## config.mk

```make
export PLATFORM = sky130hd
export DESIGN_NAME = stream_mux_rr
export DESIGN_NICKNAME = d
export VERILOG_FILES = /design/src/rtl/mux_pkg.sv /design/src/rtl/rr_pick.sv /design/src/rtl/stream_mux_rr.sv
export SDC_FILE = /design/constraint.sdc
export NUM_CORES = 1
export LEC_CHECK = 0
export CAP_MARGIN = 20
export CORE_MARGIN = 2
export CORE_UTILIZATION = 40
export CTS_BUF_LIST = sky130_fd_sc_hd__clkbuf_4 sky130_fd_sc_hd__clkbuf_8 sky130_fd_sc_hd__clkbuf_16
export CTS_CLUSTER_DIAMETER = 40
export CTS_CLUSTER_SIZE = 14
export DETAILED_ROUTE_END_ITERATION = 8
export GPL_ROUTABILITY_DRIVEN = 0
export PLACE_DENSITY = 0.79
export SYNTH_ARGS = -nofsm -noshare
export SYNTH_HDL_FRONTEND = slang
export SYNTH_HIERARCHICAL = 1
export SYNTH_SLANG_ARGS = --single-unit
```

## constraint.sdc

```tcl
create_clock -name clk -period 4.35 [get_ports clk]
set_input_delay 0.87 -clock clk [delete_from_list [all_inputs] [get_ports clk]]
set_output_delay 0.87 -clock clk [all_outputs]
set_load 0.005 [all_outputs]
```

## src/rtl/mux_pkg.sv

```systemverilog
// Shared types and helpers for the stream multiplexer.
package mux_pkg;

  typedef enum logic {
    MODE_SEL = 1'b0,
    MODE_RR  = 1'b1
  } mux_mode_e;

  // Width of a channel index; a single channel still gets one bit.
  function automatic int sel_w(input int n);
    return (n > 1) ? $clog2(n) : 1;
  endfunction

  // Round-robin pointer after a grant on channel ptr, wrapping at n.
  function automatic int unsigned rr_next(input int unsigned ptr, input int unsigned n);
    return (ptr == n - 1) ? 0 : ptr + 1;
  endfunction

endpackage

```

## src/rtl/rr_pick.sv

```systemverilog
// Rotate-priority picker: first requesting channel at or after ptr, wrapping.
module rr_pick
  import mux_pkg::*;
#(
  parameter int N_CH = 8,
  localparam int SEL_W = sel_w(N_CH)
) (
  input  logic [N_CH-1:0]  req,
  input  logic [SEL_W-1:0] ptr,
  output logic [SEL_W-1:0] grant,
  output logic             grant_vld
);

  logic [N_CH-1:0]  rot;
  logic [SEL_W-1:0] off;
  logic [SEL_W:0]   sum;

  // Rotate so ptr sits at bit 0, take the lowest set bit, then rotate the index back.
  always_comb begin
    rot       = N_CH'({req, req} >> ptr);
    grant_vld = |rot;
    off       = '0;
    for (int k = N_CH - 1; k >= 0; k--) begin
      if (rot[k]) off = SEL_W'(k);
    end
    sum = {1'b0, ptr} + {1'b0, off};
    if (sum >= (SEL_W + 1)'(N_CH)) sum = sum - (SEL_W + 1)'(N_CH);
    grant = sum[SEL_W-1:0];
  end

endmodule

```

## src/rtl/stream_mux_rr.sv

```systemverilog
// N-channel valid/ready multiplexer with a registered output slot,
// software-selected or round-robin channel choice.
module stream_mux_rr
  import mux_pkg::*;
#(
  parameter int N_CH = 8,
  parameter int W    = 8,
  localparam int SEL_W = sel_w(N_CH)
) (
  input  logic              clk,
  input  logic              rst_n,
  input  mux_mode_e         mode,
  input  logic [SEL_W-1:0]  sel,
  input  logic [N_CH*W-1:0] in_data,
  input  logic [N_CH-1:0]   in_valid,
  output logic [N_CH-1:0]   in_ready,
  output logic [W-1:0]      out_data,
  output logic              out_valid,
  input  logic              out_ready,
  output logic [SEL_W-1:0]  out_ch
);

  // Index space padded to a power of two so an out-of-range sel reads as "not valid".
  localparam int PAD_W = 2 ** SEL_W;

  logic [SEL_W-1:0] rr_ptr;
  logic [SEL_W-1:0] rr_grant;
  logic             rr_vld;
  logic [PAD_W-1:0] valid_pad;
  logic [PAD_W-1:0] ready_pad;
  logic [SEL_W-1:0] grant;
  logic             grant_vld;
  logic             load_en;
  logic             xfer;
  logic [W-1:0]     data_sel;

  rr_pick #(.N_CH(N_CH)) u_pick (
    .req       (in_valid),
    .ptr       (rr_ptr),
    .grant     (rr_grant),
    .grant_vld (rr_vld)
  );

  assign valid_pad = PAD_W'(in_valid);
  assign load_en   = !out_valid || out_ready;

  // Mode mux, handshake decode and data select.
  always_comb begin
    if (mode == MODE_RR) begin
      grant     = rr_grant;
      grant_vld = rr_vld;
    end else begin
      grant     = sel;
      grant_vld = valid_pad[sel];
    end
    xfer      = rst_n && load_en && grant_vld;
    ready_pad = '0;
    if (xfer) ready_pad[grant] = 1'b1;
    data_sel = '0;
    for (int i = 0; i < N_CH; i++) begin
      if (grant == SEL_W'(i)) data_sel = in_data[i*W +: W];
    end
  end

  assign in_ready = ready_pad[N_CH-1:0];

  // Output slot and round-robin pointer; pointer only advances on RR transfers.
  always_ff @(posedge clk or negedge rst_n) begin
    if (!rst_n) begin
      out_data  <= '0;
      out_valid <= 1'b0;
      out_ch    <= '0;
      rr_ptr    <= '0;
    end else if (xfer) begin
      out_data  <= data_sel;
      out_ch    <= grant;
      out_valid <= 1'b1;
      if (mode == MODE_RR) rr_ptr <= SEL_W'(rr_next(32'(grant), N_CH));
    end else if (out_ready) begin
      out_valid <= 1'b0;
    end
  end

endmodule

```

==> impl_metrics.py, run 1 <==
metrics = {
    "power_and_ir_drop": {
        "power.density_nw_per_um2": 949,
        "p_leak_nw": 1.64,
        "ir_drop_v": 0.000831,
    },
    "job": {
        "maxCapViolations": 0,
    },
    "timing": {
        "drv_slew": 0,
        "finalCritPeriodShare": 1.05,
        "setup_violations": 16,
        "min_period_ns": 4.56,
        "slew_headroom": 0.716,
        "max_freq_ghz": 0.219,
        "fin_ws_ns": -0.213,
        "fin_worst_skew_ns": 0.00213,
        "worst_pin_slew_ns": 0.421,
        "rsz0062_at_grt": "true",
        "holdWs_ns": 0.479,
        "final_hold_viol_count": 0,
    },
    "finish": {
        "drive_gt1_frac": 0.435,
        "regArea_um2": 377,
        "antenna_cells": 0,
        "syn2layout_area_growth_pct": 105,
        "final.fill_count": 223,
        "nets": 474,
        "multi_input_area_um2": 2010,
    },
    "global_routing": {
        "grt_antenna_before_repair": 0,
        "grt_pass1_vias": 2775,
        "grt_usage": 0.289,
        "grt_max_degree": 24,
        "grt_first_pass_wirelength_um": 12500,
        "grt_overflow": 0,
    },
    "yosys": {
        "async_flop_share": 1.00,
        "avgSynthCellArea_um2": 8.48,
        "synth_enable_flop_cells": 0,
        "synth_nets": 325,
        "ys_ff_latch": 15,
        "ys_warn_count": 6,
        "syn_area_um2": 2020,
        "synth_ff_type": "dfrtp_1",
        "synth_cell_type_count": 63,
        "ys_seq_area_frac": 0.186,
        "synthCells": 238,
    },
    "cts": {
        "path_clk_slew_ns": 0.07,
        "cts_root_buffer": "clkbuf_8",
        "cts_tree": "yes",
        "clk_path_buf_depth": 2,
        "clock_sinks": 15,
        "cts_made_buffers": 3,
        "h-tree-depth": 1,
        "insertion_delay_ns": 0.25,
    },
    "die": {
        "die_w_um": 75.0,
        "coreArea_um2": 4790,
        "io_pins": 99,
        "rows": 25,
        "start_util": 0.422,
        "die_y_um": 75.0,
        "die_area_um2": 5630,
    },
    "worst_setup_path": {
        "crit_type": "register to output port",
        "worstPathRequired_ns": 3.48,
        "critical_path_arrival_ns": 3.69,
        "cp-start-kind": "register",
        "endpoint_kind": "output port",
        "crit_fanout": 7,
    },
    "route": {
        "via_count": 2759,
        "wl_per_cell_um": 21.8,
        "drt_wl_total_um": 9870,
        "drc": 0,
        "first_pass_iters": 5,
        "viasPerCell": 6.09,
        "drtAntennaViolNets": 0,
        "first_iter_violations": 216,
    },
    "placement": {
        "dp_slack_ns": -0.899,
        "dpl.hpwl_um": 5600,
        "portBuffers": 98,
    },
    "run_status": {
        "violations": "setup timing",
        "status": "complete, but fails checks",
    },
    "min_path": {
        "hold_path.class": "register to register",
    },
}
[flip-flops by register name, summed over array words and instances (netlist names)]
register   count
out_ch         3
out_data       8
out_valid      1
rr_ptr         3
[cell usage in the layout (no fill, tap or decap), types with 8 or more instances in the layout]
cell type        count
clkdlybuf4s50_1     82
buf_6               19
buf_4               44
buf_2                8
a21oi_1             13
nor2b_1             18
nand2_1             19
dfrtp_1             14
a221oi_2             8
[routing by layer]
metal | track usage | part of all wire | routed length [um]
met1 | 0.329 | 0.36 | 3520
met5 | 0 | 0 | 0
met4 | 0.0972 | 0.049 | 480
met3 | 0.0656 | 0.079 | 783
met2 | 0.530 | 0.51 | 5080
[logic make-up (layout without fill, tap and decap cells)]
group                    after synthesis  after routing  share of synthesized area
buffers and inverters                 26            174                     0.0669
AO/OA/AOI/OAI                         81             81                      0.298
AND/OR/NAND/NOR                       80             80                      0.227
multiplexers                          26             26                      0.159
XOR/XNOR                               1              1                    0.00434
adder cells (fa/ha/maj)                9              9                     0.0589
flip-flops                            15             15                      0.186
[final timing paths]
check | from | end | slack (ns) | depth (start not counted)
worst min-delay path | out_data[4]$_DFFE_PN0P_ | out_data[4]$_DFFE_PN0P_ | 0.48 | 2
worst max-delay path | rr_ptr[1]$_DFFE_PN0P_ | in_ready[5] | -0.21 | 15
min in group asynchronous | rst_n | out_ch[2]$_DFFE_PN0P_ | 1.02 | 2
worst max register to register | rr_ptr[1]$_DFFE_PN0P_ | out_data[0]$_DFFE_PN0P_ | -0.17 | 19
worst min register to register | out_data[4]$_DFFE_PN0P_ | out_data[4]$_DFFE_PN0P_ | 0.48 | 2
max in group asynchronous | rst_n | rr_ptr[1]$_DFFE_PN0P_ | 3.14 | 2
[repair_timing]
| item | CTS | global route |
|---|---|---|
| gates resized for setup | 132 | 53 |
| hold buffers | 0 | 0 |
| pin swaps | 34 | 36 |
| setup endpoints to repair | 17 | 16 |
| hold endpoints to repair | 0 | 0 |
| setup buffers | 16 | 8 |
| cloned | 1 | 0 |
[per-stage QoR]
step,util,instances,instance area (um^2),TNS (ns),power [mW]
finish,0.864,453,4140,-2.13,3.92
detailed placement,0.702,431,3360,-12.72,2.40
global route,0.864,453,4140,-3.69,4.08
CTS,0.795,448,3800,-0.486,3.12
floorplan,-,238,2020,0,1.55
global placement,0.702,431,3360,-11.47,2.37
[synth_stat cells, drive strengths merged (2+ instances only)]
master  count  area [um^2]
nand2      20         75.1
nor2b      19          119
dfrtp      15          375
mux2i      15          170
a21oi      13         65.1
a221oi     13          114
o21ai      13         68.8
buf        12         82.6
nor2       12         45.0
mux2       10          128
o22ai       8         50.1
o31ai       8         60.1
ha          7         87.6
inv         7         26.3
nand2b      7         51.3
a22oi       6         63.8
clkbuf      6         22.5
o311ai      6         52.6
a211o       3         26.3
nand3b      3         22.5
or2         3         21.3
and2        2         12.5
nand3       2         10.0
nand4       2         27.5
nor3b       2         15.0
or3         2         12.5
or3b        2         17.5
[area by class of cell]
type                       instances  area share
tap                               67      0.0203
clock buffer                       3     0.00998
clock inverter                     1     0.00121
timing repair buffer             162       0.383
sequential                        15      0.0911
multi-input combinational        197       0.487
inverter                           8     0.00817
[worst max-delay path: stages (launching register included)]
cell	delay (ns)
dfrtp_2	0.58
mux2i_4	0.34
mux4_2	0.33
nand2_2	0.07
a32oi_2	0.21
a311o_1	0.23
ha_2	0.18
inv_2	0.04
fa_1	0.48
inv_1	0.05
mux2i_2	0.22
inv_2	0.09
buf_6	0.12
or2_4	0.27
nor2_2	0.11
buf_2	0.11
[power by group]
group / switching [mW] / internal (mW)
clock: 0.0552 / 0.0635
combinational: 1.70 / 1.83
sequential: 0.0705 / 0.206
No activity file was read; power rests on OpenSTA's default activity.
==> run 2: changes to the inputs <==
Settings changed: CELL_PAD_IN_SITES_DETAIL_PLACEMENT from default to 0, CELL_PAD_IN_SITES_GLOBAL_PLACEMENT from default to 1, CORE_UTILIZATION 40 to 29, PLACE_DENSITY 0.79 to default, PLACE_DENSITY_LB_ADDON from default to 0.1.
==> impl_metrics.py, run 2 (synthesis results as in run 1) <==
metrics = {
    "run_status": {
        "status": "complete, but fails checks",
        "violations": "setup timing",
    },
    "cts": {
        "clock_sinks": 15,
        "cts_hold_buf": 0,
        "cts_root_buffer": "clkbuf_8",
        "clk_path_buf_depth": 2,
        "path_clk_slew_ns": 0.07,
        "h-tree-depth": 1,
        "insertion_delay_ns": 0.25,
        "cts_made_buffers": 3,
        "cts_tree": "yes",
    },
    "timing": {
        "worst_pin_slew_ns": 0.413,
        "slew_headroom": 0.725,
        "drv_slew": 0,
        "fin_worst_skew_ns": 0.00232,
        "final_hold_viol_count": 0,
        "finalCritPeriodShare": 1.03,
        "rsz0062_at_grt": "true",
        "max_freq_ghz": 0.223,
        "min_period_ns": 4.48,
        "fin_ws_ns": -0.131,
        "setup_violations": 8,
    },
    "route": {
        "first_pass_iters": 4,
        "wl_per_cell_um": 16.0,
        "via_count": 2474,
        "drtAntennaViolNets": 0,
        "drc": 0,
        "viasPerCell": 5.25,
        "drt_wl_total_um": 7520,
        "first_iter_violations": 85,
    },
    "power_and_ir_drop": {
        "ir_drop_v": 0.000567,
        "sw_frac_of_total": 0.446,
        "p_leak_nw": 1.63,
        "pwr-share-seq": 0.075,
        "p_clk_frac": 0.034,
        "intPower_mw": 1.94,
        "switchingPower_mw": 1.56,
        "power.density_nw_per_um2": 868,
        "p_comb_frac": 0.891,
    },
    "die": {
        "start_util": 0.299,
        "coreArea_um2": 6760,
        "rows": 30,
        "die_w_um": 87.4,
        "die_y_um": 87.4,
        "io_pins": 99,
        "die_area_um2": 7640,
    },
    "global_routing": {
        "grt_antenna_before_repair": 0,
        "grt_first_pass_wirelength_um": 11500,
        "grt_max_degree": 24,
        "grt_pass1_vias": 2398,
        "grt_overflow": 0,
        "grt_usage": 0.189,
    },
    "worst_setup_path": {
        "worstPathRequired_ns": 3.48,
        "critical_path_arrival_ns": 3.61,
        "cp-start-kind": "primary input",
        "critPathBufInv": 7,
        "worstPathCellList": "buf_8 > buf_4 > mux2_4 > mux2i_1 > nand3_1 > a21oi_2 > a311o_1 > ha_2 > inv_2 > fa_1 > inv_1 > mux2i_1 > inv_1 > buf_6 > or2_4 > nor2_2 > buf_2",
        "crit_type": "primary input to output port",
        "endpoint_kind": "output port",
        "cpLargestDelayFamily": "multiplexers",
        "crit_slowest_cell": "fa_1",
        "slowest_delay_ns": 0.47,
        "crit_fanout": 4,
    },
    "finish": {
        "drive_gt1_frac": 0.425,
        "reg_top3": "out_data (8), out_ch (3), rr_ptr (3)",
        "nets": 479,
        "syn2layout_area_growth_pct": 99.4,
        "layoutNonFillerInstCount": 471,
        "antenna_cells": 0,
        "largest_register_ffs": 8,
        "final_common_cell": "clkdlybuf4s50_1",
        "final_cell_mix": "82 x clkdlybuf4s50_1, 57 x buf_4, 20 x nand2_1",
        "largest_register": "out_data",
    },
    "placement": {
        "dpl.hpwl_um": 5700,
        "dp_slack_ns": -0.840,
        "dp_cells": 455,
        "portBuffers": 98,
    },
    "min_path": {
        "hold_path.class": "register to register",
    },
    "job": {
        "maxCapViolations": 0,
    },
}
[run 2: final cells by class]
| type | count | area (um^2) |
|---|---|---|
| inverter | 8 | 33.8 |
| timing repair buffer | 167 | 1550 |
| tap | 80 | 100 |
| sequential | 15 | 377 |
| fill | 616 | 2730 |
| clock inverter | 1 | 5.00 |
| clock buffer | 3 | 41.3 |
| multi-input combinational | 197 | 1920 |
[run 2: power groups by stage]
stage / Combinational (mW) / Clock (mW) / Sequential [mW]
2_1_floorplan: 1.30 / 0 / 0.243
3_3_place_gp: 2.24 / 0 / 0.259
3_5_place_dp: 2.23 / 0 / 0.260
4_1_cts: 2.64 / 0.122 / 0.262
5_1_grt: 3.36 / 0.132 / 0.273
6_report: 3.11 / 0.119 / 0.263
[run 2: per-layer routing]
layer	routed length, um	global-route usage
met4	39	0.0322
met5	0	0
met1	3420	0.264
met3	373	0.0294
met2	3680	0.311
[run 2: through the flow]
step           hold WS, ns   util  power, mW  area (um^2)  TNS (ns)
6_report             0.477  0.596       3.49         4030    -0.569
5_1_grt              0.507  0.596       3.76         4030     -2.77
4_1_cts              0.484  0.549       3.03         3710    -0.195
3_5_place_dp         0.468  0.508       2.49         3430    -12.71
3_3_place_gp         0.459  0.508       2.50         3430    -11.67
2_1_floorplan        0.465      -       1.55         2020         0
[run 2: what timing repair did]
action	4_1_cts	5_1_grt
gates cloned	0	1
resized for setup	113	59
pin swaps	23	34
buffers inserted	7	7
setup endpoints to repair	17	16
[run 2: worst min-delay path, cell delays in order (launching register included)]
cell and delay [ns]:
dfrtp_1 0.34, nand2_1 0.05, o31ai_1 0.05
[run 2: worst paths after layout]
path	start	end	slack [ns]	cells after the start
max	in_valid[0]	in_ready[5]	-0.13	17
min	out_data[0]$_DFFE_PN0P_	out_data[0]$_DFFE_PN0P_	0.48	2
max reg2reg	rr_ptr[1]$_DFFE_PN0P_	out_data[1]$_DFFE_PN0P_	0.01	21
min reg2reg	out_data[0]$_DFFE_PN0P_	out_data[0]$_DFFE_PN0P_	0.48	2
max in group asynchronous	rst_n	rr_ptr[1]$_DFFE_PN0P_	3.10	2
min in group asynchronous	rst_n	out_ch[0]$_DFFE_PN0P_	1.05	2
==> run 3: changes to the inputs <==
Settings changed: CORE_UTILIZATION 29 to 28, PLACE_DENSITY from default to 0.87, PLACE_DENSITY_LB_ADDON 0.1 to default.
==> impl_metrics.py, run 3 (synthesis results as in run 1) <==
metrics = {
    "worst_setup_path": {
        "critPathBufInv": 6,
        "worstPathCellList": "buf_6 > buf_4 > mux2i_2 > mux2_2 > nand3_1 > a21oi_1 > a311o_1 > ha_2 > inv_2 > fa_1 > inv_1 > mux2i_2 > inv_2 > or2_4 > nor2_2 > buf_2",
        "critical_path_arrival_ns": 3.56,
        "r2r-start": "rr_ptr[1]$_DFFE_PN0P_",
        "endpoint_kind": "output port",
        "cp-startpoint": "in_valid[6]",
        "slowest_delay_ns": 0.47,
        "cp-start-kind": "primary input",
        "crit_slowest_cell": "fa_1",
        "crit_fanout": 4,
        "worstPathRequired_ns": 3.48,
        "cpLargestDelayFamily": "multiplexers",
        "crit_type": "primary input to output port",
    },
    "die": {
        "rows": 30,
        "start_util": 0.294,
        "die_w_um": 88.9,
        "die_y_um": 88.9,
        "io_pins": 99,
        "coreArea_um2": 6870,
        "die_area_um2": 7900,
    },
    "power_and_ir_drop": {
        "ir_drop_v": 0.000637,
        "p_leak_nw": 1.63,
        "finalPower_mw": 3.51,
        "power.density_nw_per_um2": 865,
    },
    "cts": {
        "h-tree-depth": 1,
        "insertion_delay_ns": 0.24,
        "cts_hold_buf": 0,
        "path_clk_slew_ns": 0.06,
        "cts_tree": "yes",
        "cts_made_buffers": 3,
        "clk_path_buf_depth": 2,
        "clock_sinks": 15,
        "cts_root_buffer": "clkbuf_8",
    },
    "route": {
        "viasPerCell": 5.19,
        "first_iter_violations": 94,
        "drt_wl_total_um": 7860,
        "via_count": 2527,
        "drtAntennaViolNets": 0,
        "wl_per_cell_um": 16.1,
        "first_pass_iters": 7,
        "drc": 0,
    },
    "global_routing": {
        "grt_overflow": 0,
        "grt_usage": 0.189,
        "grt_max_degree": 24,
        "grt_first_pass_wirelength_um": 11900,
        "grt_antenna_before_repair": 0,
        "grt_pass1_vias": 2640,
    },
    "finish": {
        "reg_top3": "out_data (8), out_ch (3), rr_ptr (3)",
        "drive_gt1_frac": 0.419,
        "antenna_cells": 0,
        "syn2layout_area_growth_pct": 101,
        "design_area_um2": 4070,
        "largest_register": "out_data",
        "final_cell_mix": "82 x clkdlybuf4s50_1, 57 x buf_4, 19 x nand2_1",
        "final_common_cell": "clkdlybuf4s50_1",
        "nets": 479,
        "largest_register_ffs": 8,
    },
    "timing": {
        "tns_ns": -0.385,
        "finalCritPeriodShare": 1.02,
        "final_hold_viol_count": 0,
        "rsz0062_at_grt": "true",
        "fin_ws_ns": -0.0837,
        "max_freq_ghz": 0.226,
        "setup_violations": 12,
        "drv_slew": 0,
        "fin_worst_skew_ns": 0.00239,
        "min_period_ns": 4.43,
        "worst_pin_slew_ns": 0.461,
        "slew_headroom": 0.693,
    },
    "run_status": {
        "violations": "setup timing",
        "status": "complete, but fails checks",
    },
    "placement": {
        "dpl.hpwl_um": 5870,
        "place_area_um2": 3470,
        "portBuffers": 98,
    },
    "min_path": {
        "hold_path.class": "register to register",
        "min_from": "out_data[4]$_DFFE_PN0P_",
    },
    "job": {
        "maxCapViolations": 0,
    },
}
run 3: cell types whose count changed in the layout (fill, tap and decap cells not counted), moves of 2 or more:
cell	previous run	this run
nor2b_1	16	18
o21ai_0	8	12
nor2_2	5	7
o22ai_1	6	8
a221oi_2	7	5
buf_12	2	5
mux2i_4	3	5
o22ai_2	2	0
nor2b_4	3	1
buf_6	14	10
o21ai_1	4	0
run 3: worst paths after layout:
kind | slack (ns) | cells after the start | end
max in group asynchronous | 3.15 | 2 | rr_ptr[1]$_DFFE_PN0P_
max | -0.08 | 16 | in_ready[4]
min reg2reg | 0.47 | 2 | out_data[4]$_DFFE_PN0P_
min | 0.47 | 2 | out_data[4]$_DFFE_PN0P_
max reg2reg | 0.06 | 23 | out_data[5]$_DFFE_PN0P_
min in group asynchronous | 1.01 | 2 | out_data[7]$_DFFE_PN0P_
run 3: what timing repair did:
item	4_1_cts	5_1_grt
resized for setup	136	24
endpoints found under the setup margin	17	16
setup buffers	10	4
pin swaps	31	23
run 3: per-stage QoR:
stage,utilization,cells,hold slack (ns),worst slack [ns]
floorplan,-,238,0.465,0.0908
global placement,0.505,470,0.461,-0.881
detailed placement,0.505,470,0.467,-0.974
CTS,0.568,483,0.482,-0.0418
global route,0.592,487,0.520,-0.231
finish,0.592,487,0.474,-0.0837
run 3: area by class of cell:
type	count	area, um^2
Sequential cell	15	377
Timing Repair Buffer	167	1570
Multi-Input combinational cell	197	1920
Inverter	8	33.8
Fill cell	559	2800
Tap cell	96	120
Clock inverter	1	5.00
Clock buffer	3	41.3
run 3: power by group:
| group | leakage, nW | switching [mW] | total, mW | internal, mW |
|---|---|---|---|---|
| Sequential | 0.181 | 0.0481 | 0.255 | 0.206 |
| Clock | 0.0255 | 0.0482 | 0.111 | 0.0633 |
| Combinational | 1.43 | 1.46 | 3.15 | 1.69 |
| Total | 1.63 | 1.56 | 3.51 | 1.96 |
run 3: routing by layer:
layer / part of all wire / wire length, um / vias to the layer above / track usage
met2: 0.52 / 4100 / 95 / 0.355
met5: 0 / 0 / - / 0
met3: 0.073 / 570 / 10 / 0.0360
li1: - / - / 1216 / -
met4: 0.013 / 106 / 0 / 0.0468
met1: 0.39 / 3080 / 1206 / 0.219
run 3: tightest hold or removal path: stages, from the launching register on:
cell and delay (ns):
dfrtp_1 0.34, nand2_1 0.05, o31ai_1 0.05
